`config.mk`:
```
export PLATFORM = sky130hd
export DESIGN_NAME = sfp_stream_link
export DESIGN_NICKNAME = d
export VERILOG_FILES = /design/src/rtl/sfp_stream_link.sv
export SDC_FILE = /design/constraint.sdc
export NUM_CORES = 1
export LEC_CHECK = 0
export BUFFER_PORTS_ARGS = -buffer_cell sky130_fd_sc_hd__buf_2
export CAP_MARGIN = 15
export CORE_UTILIZATION = 45
export CTS_CLUSTER_DIAMETER = 200
export DETAILED_ROUTE_END_ITERATION = 7
export PLACE_DENSITY = 0.85
export SYNTH_ARGS = -nofsm -noshare
export SYNTH_HDL_FRONTEND = slang
export SYNTH_SLANG_ARGS = --single-unit
```
`constraint.sdc`:
```
create_clock -name i_clk -period 5 [get_ports i_clk]
set_input_delay 0.25 -clock i_clk [delete_from_list [all_inputs] [get_ports i_clk]]
set_output_delay 0.25 -clock i_clk [all_outputs]
set_load 0.1 [all_outputs]
```
`src/rtl/sfp_stream_link.sv`:
```
// Transport stage below the SFP data handler: splits a handler word into AXI4-Stream beats
// on TX and rebuilds beats into a handler word on RX, with length checking and debug state.
module sfp_stream_link #(
  parameter int C_AXIS_TDATA_WIDTH = 32,
  parameter int C_DATA_BIT         = 64,
  parameter int C_BEAT_NUM         = C_DATA_BIT / C_AXIS_TDATA_WIDTH
) (
  input  logic                          i_clk,
  input  logic                          i_rst,
  // handler TX side
  input  logic [C_DATA_BIT-1:0]         i_tx_stream_data,
  input  logic                          i_sfp_start_flag,
  output logic                          o_tx_busy,
  output logic                          o_tx_done,
  // stream TX side
  output logic [C_AXIS_TDATA_WIDTH-1:0] m_axis_tdata,
  output logic                          m_axis_tvalid,
  output logic                          m_axis_tlast,
  input  logic                          m_axis_tready,
  // stream RX side
  input  logic [C_AXIS_TDATA_WIDTH-1:0] s_axis_tdata,
  input  logic                          s_axis_tvalid,
  input  logic                          s_axis_tlast,
  output logic                          s_axis_tready,
  // handler RX side
  output logic [C_DATA_BIT-1:0]         o_rx_stream_data,
  output logic                          o_sfp_end_flag,
  // status
  output logic                          o_rx_len_err,
  output logic                          o_tx_start_drop,
  output logic [3:0]                    o_link_state
);

  localparam int W     = C_AXIS_TDATA_WIDTH;
  localparam int D     = C_DATA_BIT;
  localparam int CNT_W = $clog2(C_BEAT_NUM + 1);

  localparam logic [CNT_W-1:0] LAST_IDX = CNT_W'(C_BEAT_NUM - 1);
  localparam logic [CNT_W-1:0] BEAT_NUM = CNT_W'(C_BEAT_NUM);

  localparam logic [1:0] TX_IDLE = 2'd0;
  localparam logic [1:0] TX_SEND = 2'd1;

  localparam logic [1:0] RX_IDLE    = 2'd0;
  localparam logic [1:0] RX_COLLECT = 2'd1;
  localparam logic [1:0] RX_DISCARD = 2'd2;

  // ---------------------------------------------------------------------------
  // TX path
  // ---------------------------------------------------------------------------
  logic [1:0]       tx_state, tx_state_next;
  logic [D-1:0]     tx_shift, tx_shift_next;
  logic [CNT_W-1:0] tx_cnt, tx_cnt_next;
  logic             tx_done_next;
  logic             tx_drop_next;
  logic             tx_hs;

  assign m_axis_tvalid = (tx_state == TX_SEND);
  assign m_axis_tdata  = tx_shift[D-1 -: W];
  assign m_axis_tlast  = m_axis_tvalid && (tx_cnt == LAST_IDX);
  assign o_tx_busy     = m_axis_tvalid;
  assign tx_hs         = m_axis_tvalid && m_axis_tready;

  always_comb begin
    tx_state_next = tx_state;
    tx_shift_next = tx_shift;
    tx_cnt_next   = tx_cnt;
    tx_done_next  = 1'b0;
    tx_drop_next  = 1'b0;
    case (tx_state)
      TX_IDLE: begin
        if (i_sfp_start_flag) begin
          tx_shift_next = i_tx_stream_data;
          tx_cnt_next   = '0;
          tx_state_next = TX_SEND;
        end
      end
      TX_SEND: begin
        tx_drop_next = i_sfp_start_flag;
        if (tx_hs) begin
          // MSB beat goes first, so the next beat slides into the top W bits
          tx_shift_next = {tx_shift[D-W-1:0], {W{1'b0}}};
          if (m_axis_tlast) begin
            tx_cnt_next   = '0;
            tx_state_next = TX_IDLE;
            tx_done_next  = 1'b1;
          end else begin
            tx_cnt_next = tx_cnt + 1'b1;
          end
        end
      end
      default: tx_state_next = TX_IDLE;
    endcase
  end

  always_ff @(posedge i_clk or posedge i_rst) begin
    if (i_rst) begin
      tx_state        <= TX_IDLE;
      tx_shift        <= '0;
      tx_cnt          <= '0;
      o_tx_done       <= 1'b0;
      o_tx_start_drop <= 1'b0;
    end else begin
      tx_state        <= tx_state_next;
      tx_shift        <= tx_shift_next;
      tx_cnt          <= tx_cnt_next;
      o_tx_done       <= tx_done_next;
      o_tx_start_drop <= tx_drop_next;
    end
  end

  // ---------------------------------------------------------------------------
  // RX path
  // ---------------------------------------------------------------------------
  logic [1:0]       rx_state, rx_state_next;
  logic [D-W-1:0]   rx_hist, rx_hist_next;
  logic [CNT_W-1:0] rx_cnt, rx_cnt_next;
  logic [CNT_W-1:0] rx_cnt_inc;
  logic [D-1:0]     rx_word;
  logic             rx_end_next;
  logic             rx_err_next;
  logic             rx_hs;

  // rx_hist keeps only the previous N-1 beats; the current beat completes the word
  assign rx_word    = {rx_hist, s_axis_tdata};
  assign rx_cnt_inc = rx_cnt + 1'b1;
  assign rx_hs      = s_axis_tvalid && s_axis_tready;

  always_comb begin
    rx_state_next = rx_state;
    rx_hist_next  = rx_hist;
    rx_cnt_next   = rx_cnt;
    rx_end_next   = 1'b0;
    rx_err_next   = 1'b0;
    if (rx_hs) begin
      rx_hist_next = rx_word[D-W-1:0];
      if (s_axis_tlast) begin
        rx_state_next = RX_IDLE;
        rx_cnt_next   = '0;
        if ((rx_state != RX_DISCARD) && (rx_cnt_inc == BEAT_NUM)) begin
          rx_end_next = 1'b1;
        end else begin
          rx_err_next = 1'b1;
        end
      end else if ((rx_state == RX_DISCARD) || (rx_cnt_inc == BEAT_NUM)) begin
        rx_state_next = RX_DISCARD;
        rx_cnt_next   = '0;
      end else begin
        rx_state_next = RX_COLLECT;
        rx_cnt_next   = rx_cnt_inc;
      end
    end
  end

  always_ff @(posedge i_clk or posedge i_rst) begin
    if (i_rst) begin
      rx_state         <= RX_IDLE;
      rx_hist          <= '0;
      rx_cnt           <= '0;
      o_rx_stream_data <= '0;
      o_sfp_end_flag   <= 1'b0;
      o_rx_len_err     <= 1'b0;
      s_axis_tready    <= 1'b0;
    end else begin
      rx_state         <= rx_state_next;
      rx_hist          <= rx_hist_next;
      rx_cnt           <= rx_cnt_next;
      o_sfp_end_flag   <= rx_end_next;
      o_rx_len_err     <= rx_err_next;
      s_axis_tready    <= 1'b1;
      if (rx_end_next) begin
        o_rx_stream_data <= rx_word;
      end
    end
  end

  assign o_link_state = {rx_state, tx_state};

endmodule

```
==> metrics.md, run 1 <==
| Metric | Value |
|---|---|
| Worst Hold Path EP | `tx_shift[27]$_DFFE_PP0P_` |
| Vias/cell | `4.97` |
| Worst skew pair latency | `0.42 ns` |
| Max-slew violations | `0` |
| Worst-path maximum fanout | `41` |
| Top_reg_cell synth | `dfrtp_1` |
| Die Span X | `128 um` |
| CTS tree | `built` |
| Post-DP HPWL | `9800 um` |
| Sequential element share of the synthesized area | `0.606` |
| Commonest cells in the netlist | `dfrtp_1 (172), mux2_4 (49), mux2_2 (47)` |
| Kind of critical path | `reg -> out` |
| Hold Buf Count CTS | `1` |
| EDFF count, synth | `0` |
| Max-slew headroom | `0.544` |
| Worst setup EP type | `primary output` |
| Max Fclk | `428 MHz` |
| CP Launch Type | `flip-flop` |
| Post-synth cell types | `29` |
| CP cell instances | `buf_4, nand2_1, nor2_1, buf_2` |
| Area taken by multi-input logic gates | `0.00234 mm^2` |
| Register area | `0.00431 mm^2` |
| TNS Setup | `0 ns` |
| RR Startpoint | `rx_cnt[0]$_DFFE_PP0P_` |
| Xor and xnor fraction of the mapped netlist area | `0` |
| Final setup fails | `0` |
| Tot GR Track Use | `0.184` |
| Post-layout nets | `773` |
| CP max stage cell | `buf_4` |
| Min Tclk post-route | `2.34 ns` |
| Final WS setup | `2.66 ns` |
| # clock sinks | `172` |
| CTS clk-pin slew, worst paths | `0.07 ns` |
| Req. time, crit path | `4.75 ns` |
| Cts repair resizes | `0` |
| Synth Area in Adders | `0.00176` |
| Postcts setup bufs | `0` |
| Largest area contributor in the netlist | `dfrtp_1` |
| Layout Skew | `0.00869 ns` |
| CTS Buf Count | `17` |
| Placer Congestion | `0.717` |
| Netlist Area Pre-Place | `0.00710 mm^2` |
| Via count | `4441` |
| Area grow syn2layout | `23.1%` |
| Post-layout util | `0.571` |
| Flop-to-flop setup slack | `3.16 ns` |
| Simple-gate share of the synthesized area | `0.0310` |
| Number of global-route vias before repair | `4521` |
| Clk buf depth | `2` |
| I/O Pins | `210` |
| Initial antenna violation count | `0` |
| Tcrit/Tclk final | `0.467` |
| Remaining DRCs | `0` |
| Net Count, Synth | `599` |
| Unrepaired setup endpoints after global routing | `no` |
| Hold_sp | `i_tx_stream_data[27]` |
| Core Box Area | `0.0153 mm^2` |
| Worst slew pin tran | `0.684 ns` |
| Buffers on Ports | `208` |
| Combinational family with the most area after synthesis | `multiplexers` |
| Syn_area_per_cell | `14.3 um^2` |
| ANT nets after route | `0` |
| Pin count of the biggest net entering global routing | `73` |
| First-pass GRT wire length | `23200 um` |
| Worst path top cell family by delay | `buffers and inverters` |
| Status | `complete, no violations` |
| Diode count | `0` |
| Grt total ovfl | `0` |
| Hold path cells | `2` |
| Share of the synthesized area in the top cell type | `0.606` |
| Initial core utilization | `0.464` |
| H-tree Lvls | `4` |
| Most common cell in the netlist | `dfrtp_1` |
| Drt pass-1 iters | `4` |
| Post-Synthesis Cells | `496` |
| Detailed Route Iter0 Violations | `182` |
| Post-synthesis mux area share | `0.225` |
| CTS root buf | `clkbuf_16` |
| Post-synth ARST share | `1.00` |
| Layout cells sized above 1 | `0.514` |
| Routed len/inst | `16.0 um` |
| Cells on worst reg2reg path | `4` |
| Pre-CTS WS | `2.93 ns` |
| Compound-Gate Fraction of Synth Area | `0.0689` |
| FILL cells | `1239` |
| Ys Warns | `0` |
| #FFs+latches synth | `172` |
| Die height | `128 um` |
| Row cnt | `45` |
| R2r endpoint | `o_rx_stream_data[53]$_DFFE_PP0P_` |
| Worst min path class | `in -> reg` |
| Worst Path Buf+Inv | `2` |
| Max Cap Violations | `0` |
| Max incr delay on CP | `0.52 ns` |
| Critical Path AT | `2.09 ns` |
| DIE AREA | `0.0163 mm^2` |
| WL final | `14300 um` |
| Synth top area cells | `dfrtp_1 (61%), mux2_4 (10%), mux2_2 (7.5%)` |
| Final Hold Viols | `0` |
registers in the layout, indices dropped and copies added, names as in the netlist:
| register | cells |
|---|---|
| o_sfp_end_flag | 1 |
| o_rx_len_err | 1 |
| tx_state | 1 |
| o_rx_stream_data | 64 |
| rx_cnt | 2 |
| rx_hist | 32 |
| o_tx_start_drop | 1 |
| rx_state | 2 |
| tx_shift | 64 |
| s_axis_tready | 1 |
| tx_cnt | 2 |
| o_tx_done | 1 |
cell families (layout without fill, tap and decap cells):
family                   Yosys count  after routing
AO/OA/AOI/OAI                     72             72
adder cells (fa/ha/maj)            1              1
other                              2              2
AND/OR/NAND/NOR                   52             52
multiplexers                     129            129
buffers and inverters             68            255
flip-flops                       172            172
layout by cell type, fill, tap and decap left out, drive strengths merged, types with 2 or more instances in the layout:
cell type  netlist  final
conb             2      2
mux2            96     96
inv              4     14
dfrtp          172    172
and2             2      2
nor2             3      3
a22o            32     32
clkbuf           5     17
a21oi            2      2
o21ai           35     35
nor2b            2      2
bufinv           0      5
mux2i           33     33
buf             59    218
nand2           40     40
metrics by stage:
stage | instance area [um^2] | hold WS (ns) | cells
after floorplan | 7100 | 0.358 | 496
final | 8740 | 0.0477 | 894
after global placement | 8040 | 0.392 | 860
after CTS | 8720 | 0.0273 | 893
after global routing | 8740 | 0.0268 | 894
after detailed placement | 8040 | 0.393 | 860
layout make-up:
type	instances	share of cell area
tap	211	0.0302
timing repair buffer	219	0.131
inverter	4	0.00229
clock buffer	17	0.0487
sequential	172	0.492
multi-input combinational	256	0.268
clock inverter	15	0.0278
worst max path at each step:
stage,startpoint,end,slack (ns),cells past startpoint
floorplan,i_rst,o_rx_len_err$_DFF_PP0_,0.09,1
global placement,tx_state[0]$_DFFE_PP0P_,tx_shift[49]$_DFFE_PP0P_,2.98,3
detailed placement,tx_state[0]$_DFFE_PP0P_,tx_shift[19]$_DFFE_PP0P_,2.93,3
CTS,tx_state[0]$_DFFE_PP0P_,m_axis_tlast,2.63,4
global route,tx_state[0]$_DFFE_PP0P_,m_axis_tlast,2.50,4
finish,tx_state[0]$_DFFE_PP0P_,m_axis_tlast,2.66,4
worst register-to-register path, stage by stage (launching register included):
cell     delay [ns]
dfrtp_1        0.40
ha_1           0.25
nand4_1        0.12
buf_4          0.53
mux2_2         0.43
routing by layer:
layer | up-vias | routed length, um | global-route usage
met4 | 0 | 115 | 0.0519
met5 | - | 0 | 0
met1 | 2189 | 6520 | 0.241
li1 | 2049 | - | -
met2 | 194 | 6500 | 0.287
met3 | 9 | 1210 | 0.0687
Power of run 1 is not shown: default switching activity piles up to over one toggle a cycle in this logic, so the estimate is an artifact.
==> inputs of run 2 (changes only) <==
Clock period 5 ns to 1.9 ns, I/O delays scaled along.
==> run 2 against run 1 <==
  * Sequential share of layout area down 4.8 points
  * Non-clock buffer count up 101
  * Cell count up 11%
  * Clock skew about the same
  * Global-route usage up 3.6 points
  * Flip-flop and latch count unchanged
  * Die area unchanged
  * Via count up 9.5%
  * First-iteration DRC count down 4.4%
  * Core utilization up 6.1 points
  * Hold slack worse by 0.015 ns
  * Critical path type unchanged
  * Largest cell class unchanged
==> metrics.md, run 2 (synthesized netlist as in run 1, its figures left out) <==
| Metric | Value |
|---|---|
| Max-slew violations | `0 (unchanged)` |
| Via count | `4862 (+9.5%)` |
| Largest registers | `o_rx_stream_data (64), tx_shift (64), rx_hist (32)` |
| Most frequent cells in the layout | `buf_2 (205), dfrtp_1 (171), dlygate4sd3_1 (98)` |
| Diode count | `0 (unchanged)` |
| CTS root buf | `clkbuf_16` |
| Routed len/inst | `17.6 um (+9.7%)` |
| Most used cell, CP | `buf_4` |
| WL final | `17500 um (+22%)` |
| Hold_sp | `i_tx_stream_data[43]` |
| Die Span X | `128 um (unchanged)` |
| CTS clk-pin slew, worst paths | `0.06 ns (about the same)` |
| CP cell instances | `buf_4, buf_4` |
| Worst Hold Path EP | `tx_shift[43]$_DFFE_PP0P_` |
| I/O Pins | `210 (unchanged)` |
| Status | `complete, no violations` |
| Vias/cell | `4.89 (-1.5%)` |
| Cells on worst reg2reg path | `4 (unchanged)` |
| Tot GR Track Use | `0.220 (+0.0361)` |
| ANT nets after route | `0 (unchanged)` |
| Req. time, crit path | `1.80 ns (-2.95 ns)` |
| Worst setup EP type | `primary output` |
| Layout cells sized above 1 | `0.452 (-0.0618)` |
| Buffers on Ports | `208 (unchanged)` |
| Unrepaired setup endpoints after global routing | `no` |
| DIE AREA | `0.0163 mm^2 (unchanged)` |
| CTS Buf Count | `17 (unchanged)` |
| Detailed Route Iter0 Violations | `174 (-4.4%)` |
| Worst-path maximum fanout | `19 (-54%)` |
| Critical path depth in cells | `2 (-2)` |
| Min Tclk post-route | `1.80 ns` |
| CP max stage cell | `dfrtp_2` |
| Worst path top cell family by delay | `buffers and inverters` |
| Remaining DRCs | `0 (unchanged)` |
| Post-layout nets | `874 (+13%)` |
| Max Fclk | `555 MHz` |
| Flop-to-flop setup slack | `0.19 ns (-2.97 ns)` |
| Clk buf depth | `2 (unchanged)` |
| Worst Path Buf+Inv | `2 (unchanged)` |
| Pre-CTS WS | `0.216 ns (-2.71 ns)` |
| # clock sinks | `172 (unchanged)` |
| Postcts setup bufs | `0 (unchanged)` |
| Tcrit/Tclk final | `0.947` |
| Worst min path class | `in -> reg` |
| Drt pass-1 iters | `4 (unchanged)` |
| Die height | `128 um (unchanged)` |
| Post-DP HPWL | `10100 um (+3.5%)` |
| RR Startpoint | `rx_cnt[0]$_DFFE_PP0P_` |
| First-pass GRT wire length | `27200 um (+18%)` |
| Hold path cells | `3 (+1)` |
| Grt total ovfl | `0 (unchanged)` |
| Max incr delay on CP | `0.55 ns (+0.03 ns)` |
| H-tree Lvls | `4 (unchanged)` |
| CP Launch Type | `flip-flop` |
| Worst skew pair latency | `0.41 ns (about the same)` |
| Placer Congestion | `0.702 (-2.2%)` |
| Final Hold Viols | `0 (unchanged)` |
| Max Cap Violations | `0 (unchanged)` |
| R2r endpoint | `o_rx_stream_data[49]$_DFFE_PP0P_` |
| Pin count of the biggest net entering global routing | `71 (-2.7%)` |
| Core Box Area | `0.0153 mm^2 (unchanged)` |
| Number of global-route vias before repair | `5223 (+16%)` |
| Row cnt | `45 (unchanged)` |
| Critical Path AT | `1.71 ns (-0.38 ns)` |
| Kind of critical path | `reg -> out` |
| Initial core utilization | `0.464 (unchanged)` |
| CTS tree | `built` |
| Max-slew headroom | `0.645 (+0.101)` |
| Final WS setup | `0.0998 ns (-2.57 ns)` |
| Final setup fails | `0 (unchanged)` |
| Worst slew pin tran | `0.536 ns (-0.148 ns)` |
| Most common cell after layout, fill and taps aside | `buf_2` |
| Area grow syn2layout | `36.3%` |
| Layout Skew | `0.00831 ns (-0.000378 ns)` |
| Initial antenna violation count | `0 (unchanged)` |
## run 2: how the worst max path moves through the flow
stage                                        to                     from
3_3_place_gp   o_rx_stream_data[51]$_DFFE_PP0P_    rx_cnt[0]$_DFFE_PP0P_
3_5_place_dp   o_rx_stream_data[50]$_DFFE_PP0P_    rx_cnt[0]$_DFFE_PP0P_
5_1_grt                               o_tx_busy  tx_state[0]$_DFFE_PP0P_
6_report                              o_tx_busy  tx_state[0]$_DFFE_PP0P_
2_1_floorplan            o_rx_len_err$_DFF_PP0_                    i_rst
4_1_cts                         o_link_state[0]  tx_state[0]$_DFFE_PP0P_
## run 2: what timing repair did
| item | 4_1_cts | 5_1_grt |
|---|---|---|
| endpoints found under the setup margin | 3 | 3 |
| hold buffers | 98 | 0 |
| gates resized for setup | 0 | 6 |
| hold endpoints to repair | 304 | 0 |
## run 2: layer usage
metal,GRT usage,wire length [um],vias to the layer above
met5,0,0,-
met4,0.0720,378,0
met3,0.0808,1440,31
met2,0.380,8540,212
met1,0.254,7130,2376
li1,-,-,2243
## run 2: layout make-up
type	count	area (um^2)
Fill cell	1082	5640
Multi-Input combinational cell	256	2350
Inverter	4	18.8
Clock buffer	19	443
Tap cell	211	264
Sequential cell	172	4310
Timing Repair Buffer	320	2210
Clock inverter	12	90.1
## run 2: per-stage QoR
| step | hold WS [ns] | cell area, um^2 | utilization | instances | setup TNS (ns) |
|---|---|---|---|---|---|
| after floorplan | 0.203 | 7110 | - | 496 | -77.61 |
| after global placement | 0.0578 | 8160 | 0.533 | 865 | 0 |
| after detailed placement | 0.0632 | 8160 | 0.533 | 865 | 0 |
| after CTS | 0.00744 | 9670 | 0.631 | 994 | -0.158 |
| after global routing | 0.0347 | 9680 | 0.632 | 994 | 0 |
| final | 0.0332 | 9680 | 0.632 | 994 | 0 |
## run 2: worst min-delay path, stage by stage
cell,delay [ns]
buf_2,0.08
mux2i_1,0.08
o21ai_1,0.14
Power of run 2 is left out for the same reason.
